`config.mk`:
```
export PLATFORM = sky130hd
export DESIGN_NAME = zeroriscy_ppu_issue_ctrl
export DESIGN_NICKNAME = d
export VERILOG_FILES = /design/src/rtl/zeroriscy_ppu_issue_ctrl_pkg.sv /design/src/rtl/zeroriscy_ppu_issue_ctrl.sv
export SDC_FILE = /design/constraint.sdc
export NUM_CORES = 1
export LEC_CHECK = 0
export ABC_CLOCK_PERIOD_IN_PS = 1900
export CORE_ASPECT_RATIO = 2
export CORE_UTILIZATION = 43
export CTS_BUF_LIST = sky130_fd_sc_hd__clkbuf_8
export DETAILED_ROUTE_END_ITERATION = 6
export GPL_ROUTABILITY_DRIVEN = 0
export PLACE_DENSITY = 0.82
export SYNTH_ARGS = -nofsm -noshare
export SYNTH_HDL_FRONTEND = slang
export SYNTH_SLANG_ARGS = --single-unit
```
`constraint.sdc`:
```
create_clock -name clk -period 1.9 [get_ports clk]
set_input_delay 0.19 -clock clk [delete_from_list [all_inputs] [get_ports clk]]
set_output_delay 0.19 -clock clk [all_outputs]
set_load 0.01 [all_outputs]
```
`src/rtl/zeroriscy_ppu_issue_ctrl_pkg.sv`:
```
// zeroriscy_ppu_issue_ctrl_pkg: PPU operator codes and issue-controller state encoding
package zeroriscy_ppu_issue_ctrl_pkg;
    localparam int PPU_OP_WIDTH = 4;
    localparam logic [PPU_OP_WIDTH-1:0] PPU_ADD = 4'd0;
    localparam logic [PPU_OP_WIDTH-1:0] PPU_SUB = 4'd1;
    localparam logic [PPU_OP_WIDTH-1:0] PPU_MUL = 4'd2;
    localparam logic [PPU_OP_WIDTH-1:0] PPU_DIV = 4'd3;
    typedef enum logic [2:0] {
        PPU_IDLE,
        PPU_ISSUE,
        PPU_BUSY,
        PPU_DONE,
        PPU_DRAIN
    } ppu_ctrl_state_e;
endpackage

```
`src/rtl/zeroriscy_ppu_issue_ctrl.sv`:
```
// zeroriscy_ppu_issue_ctrl: issues posit ops to the PPU core, waits for the result and retires it to the RF
module zeroriscy_ppu_issue_ctrl #(
    parameter int PPU_OP_WIDTH = zeroriscy_ppu_issue_ctrl_pkg::PPU_OP_WIDTH,
    parameter int TIMEOUT_CYCLES = 64
) (
    input  logic                    clk,
    input  logic                    rst_n,
    input  logic                    ppu_req_i,
    input  logic [PPU_OP_WIDTH-1:0] ppu_op_i,
    input  logic [31:0]             ppu_opa_i,
    input  logic [31:0]             ppu_opb_i,
    input  logic [4:0]              ppu_rd_i,
    input  logic                    flush_i,
    output logic                    ppu_en_o,
    output logic [31:0]             ppu_operand_a_o,
    output logic [31:0]             ppu_operand_b_o,
    output logic [PPU_OP_WIDTH-1:0] ppu_operator_o,
    input  logic [31:0]             ppu_result_i,
    input  logic                    ppu_valid_i,
    output logic                    rf_we_o,
    output logic [4:0]              rf_waddr_o,
    output logic [31:0]             rf_wdata_o,
    output logic                    ready_o,
    output logic                    timeout_o
);
    import zeroriscy_ppu_issue_ctrl_pkg::*;

    localparam int CW = $clog2(TIMEOUT_CYCLES);
    localparam logic [CW-1:0] CNT_MAX = CW'(TIMEOUT_CYCLES - 1);

    ppu_ctrl_state_e state;
    logic [CW-1:0] cnt;
    logic [CW-1:0] cnt_inc;
    logic [4:0] rd_q;
    logic [31:0] result_q;
    logic timeout_q;

    assign cnt_inc = (cnt == CNT_MAX) ? cnt : cnt + 1'b1;

    always_ff @(posedge clk or negedge rst_n) begin
        if (!rst_n) begin
            state <= PPU_IDLE;
            cnt <= '0;
            ppu_operator_o <= '0;
            ppu_operand_a_o <= '0;
            ppu_operand_b_o <= '0;
            rd_q <= '0;
            result_q <= '0;
            timeout_q <= 1'b0;
        end else begin
            timeout_q <= 1'b0;
            case (state)
                PPU_IDLE: if (ppu_req_i && !flush_i) begin
                    ppu_operator_o <= ppu_op_i;
                    ppu_operand_a_o <= ppu_opa_i;
                    ppu_operand_b_o <= ppu_opb_i;
                    rd_q <= ppu_rd_i;
                    state <= PPU_ISSUE;
                end
                PPU_ISSUE: begin
                    cnt <= '0;
                    state <= flush_i ? PPU_DRAIN : PPU_BUSY;
                end
                // flush beats valid beats timeout; a flushed op without its valid still owes one from the core
                PPU_BUSY: begin
                    cnt <= cnt_inc;
                    if (flush_i) begin
                        state <= ppu_valid_i ? PPU_IDLE : PPU_DRAIN;
                    end else if (ppu_valid_i) begin
                        result_q <= ppu_result_i;
                        state <= PPU_DONE;
                    end else if (cnt == CNT_MAX) begin
                        result_q <= '0;
                        timeout_q <= 1'b1;
                        state <= PPU_DONE;
                    end
                end
                PPU_DONE: state <= PPU_IDLE;
                PPU_DRAIN: begin
                    cnt <= cnt_inc;
                    if (ppu_valid_i || cnt == CNT_MAX) state <= PPU_IDLE;
                end
                default: state <= PPU_IDLE;
            endcase
        end
    end

    assign ppu_en_o = state == PPU_ISSUE;
    assign rf_we_o = state == PPU_DONE && rd_q != 5'd0 && !flush_i;
    assign rf_waddr_o = rd_q;
    assign rf_wdata_o = result_q;
    assign ready_o = (state == PPU_IDLE && !ppu_req_i) || state == PPU_DONE;
    assign timeout_o = timeout_q;
endmodule

```
==> results.md <==
- Post-Syn Instances: 321
- VDD IR max: 1.02 mV
- Fin crit share: 0.938
- Setup TNS: 0 ps
- Post-synthesis compound-gate area fraction: 0.0924
- Final Critical Period: 1780 ps
- DRT Pass-1 Iters: 5
- Dpl ws: 24.9 ps
- Combinational family with the most area after synthesis: multiplexers
- Via-to-Cell Ratio: 5.16
- HPWL after DPL: 10400 µm
- Critical path data arrival time: 2080 ps
- IO Count: 219
- Cell row count: 54
- Initial Util: 0.446
- Outcome: finished, final reports clean
- Syn Area/Cell: 15.3 µm²
- Most frequent cell after synthesis: dfrtp_1
- Setup WS post-layout: 118 ps
- Slew Limit Fails: 0
- Post-Syn Area: 0.00492 mm²
- Die X: 77.6 µm
- Final net count: 671
- Largest net degree at the start of global routing: 47
- Netlist cell types: 44
- Skew final: 12.5 ps
- Max-slew headroom: 0.602
- Dominant synthesized flop cell: dfrtp_1
- Cts bufs inserted: 17
- Routed Wire Length: 14000 µm
- Ys Warns: 0
- Synth area leaders: dfrtp_1 (59%), mux2_4 (21%), a22o_1 (5.7%)
- Core Area: 0.0110 mm²
- Vias in the first global route: 4119
- Max-cap violation count: 0
- Clk sinks: 115
- Adder-Cell Fraction of Synth Area: 0.00458
- Xor/xnor share of the synthesized area: 0.00534
- Endpoint class of the critical path: register
- Die Y: 153 µm
- R2R cell count: 6
- Most area-hungry cell type in the Yosys netlist: dfrtp_1
- Wire per inst: 19.6 µm
- Total power: 12.9 mW
- ANT nets after route: 0
- HP Class: input port to asynchronous set/reset pin
- First-pass GRT wire length: 21800 µm
- Register area share after synthesis: 0.585
- Hold_ws: 307 ps
- FFs w/ async S/R, synth: 1.00
- Maximum buffer depth of the clock tree: 2
- Number of antenna diodes: 0
- RSZ-0062 raised after global routing: false
- Syn nets: 432
- Global route overflow: 0
- Final setup viols: 0
- Post-route DRC violation count: 0
- H-tree Lvls: 4
- CP cell instances: ha_2 -> nand3_2 -> nor2_4 -> o211ai_2 -> buf_4 -> a22o_1
- Root cell of the clock tree: clkbuf_8
- Post-synth EDFFs: 0
- Clk slew on worst S/H paths: 80 ps
- Max stage delay on crit path: 420 ps
- Die footprint: 0.0119 mm²
- Yosys top cell area share: 0.585
- Slew @ Worst Pin: 597 ps
- Fraction of layout cells with a size suffix above 1: 0.243
- DR iter-0 viols: 171
- Power per cell area: 1640 mW/mm²
- Peak Freq: 561 MHz
- Final hold viol count: 0
- Initial antenna violation count: 0
- Critical Path Source Type: register
- Mux contribution to synthesized area: 0.221
- All-Layer GR Usage: 0.246
- Data required time of the critical path: 2200 ps
- Post-synth top cells: dfrtp_1 (115), mux2_4 (70), a22o_1 (32), nor2_1 (12), buf_6 (11)
- Synth Area in Simple Gates: 0.0545
- Leak: 3.55 nW
- Post-synthesis register bit count: 115
- I/O Buffers: 218
- WS Path Type: register to register
- TritonCTS clock tree: done
- Via count: 3676
- P&R area growth vs syn: 59.3%
- Worst Path Max Fanout: 26
- Highest-delay cell along the critical path: dfrtp_1
- Worst-skew pair later-pin latency: 430 ps
[repair_timing]
action | CTS | global route
endpoints found under the hold margin | 44 | 0
hold buffers | 1 | 0
resized for setup | 5 | 1
setup buffers | 1 | 0
endpoints found under the setup margin | 4 | 27
[power breakdown]
part	internal, mW	leakage [nW]	switching [mW]
clock network	1.71	0.231	1.01
registers	3.63	1.40	0.771
logic	3.68	1.92	2.04
total	9.03	3.55	3.83
[through the flow]
stage | instance area (µm²) | instances | utilization
2_1_floorplan | 4920 | 321 | -
3_3_place_gp | 7330 | 679 | 0.665
3_5_place_dp | 7330 | 679 | 0.665
4_1_cts | 7830 | 713 | 0.711
5_1_grt | 7830 | 713 | 0.711
6_report | 7830 | 713 | 0.711
[registers in the layout, indices dropped and copies added (netlist names)]
register / flops
ppu_operand_a_o: 32
rf_wdata_o: 32
rf_waddr_o: 5
ppu_operator_o: 4
timeout_o: 1
cnt: 6
state: 3
ppu_operand_b_o: 32
[final timing paths]
kind | start | endpoint | slack, ps
hold reg to reg | rf_wdata_o[13] | rf_wdata_o[13] | 500
setup reg to reg | cnt[1] | rf_wdata_o[8] | 120
setup / recovery | cnt[1] | rf_wdata_o[8] | 120
max in group asynchronous | rst_n | ppu_operand_b_o[0] | 950
min in group clk | ppu_opa_i[25] | ppu_operand_a_o[25] | 370
hold / removal | rst_n | ppu_operand_a_o[11] | 310
[metal layers]
metal | vias to the layer above | track usage | part of all wire
met5 | - | 0 | 0
met2 | 187 | 0.440 | 0.55
met1 | 1804 | 0.253 | 0.35
met3 | 37 | 0.0609 | 0.058
met4 | 0 | 0.144 | 0.043
li1 | 1648 | - | -
[critical path, delay by kind of cell (launching register included)]
kind,cells,cell delay [ps]
AO/OA/AOI/OAI,2,340
adder cells (fa/ha/maj),1,280
buffers and inverters,1,250
flip-flops,1,420
AND/OR/NAND/NOR,2,360
[placed cells by master (no fill, tap or decap), drive strengths merged, types with 2 or more instances in the layout]
cell type,count
clkdlybuf4s50,214
nand4,2
dlygate4sd2,3
or2,3
inv,5
o32ai,2
nor2,15
buf,22
a21oi,6
o21ai,4
bufinv,5
mux2,73
dfrtp,115
nand3,4
a31oi,2
clkbuf,21
xnor2,2
nor3,7
clkinvlp,4
nor4,2
nand2,9
a211oi,3
a22o,32
[cells by family after synthesis]
logic type                 after synthesis
buffers and inverters                   24
muxes                                   73
AOI/OAI and AO/OA                       57
and+or+nand+nor                         47
adders and majority gates                2
DFF                                    115
xor gates and xnor gates                 3
[cell type report]
cell class	count	area [µm²]
sequential	115	2880
fill	757	3180
tap	140	175
clock inverter	11	198
multi-input combinational	182	1860
clock buffer	21	289
timing repair buffer	240	2420
inverter	4	15.0
(Power assumes the default switching activity.)
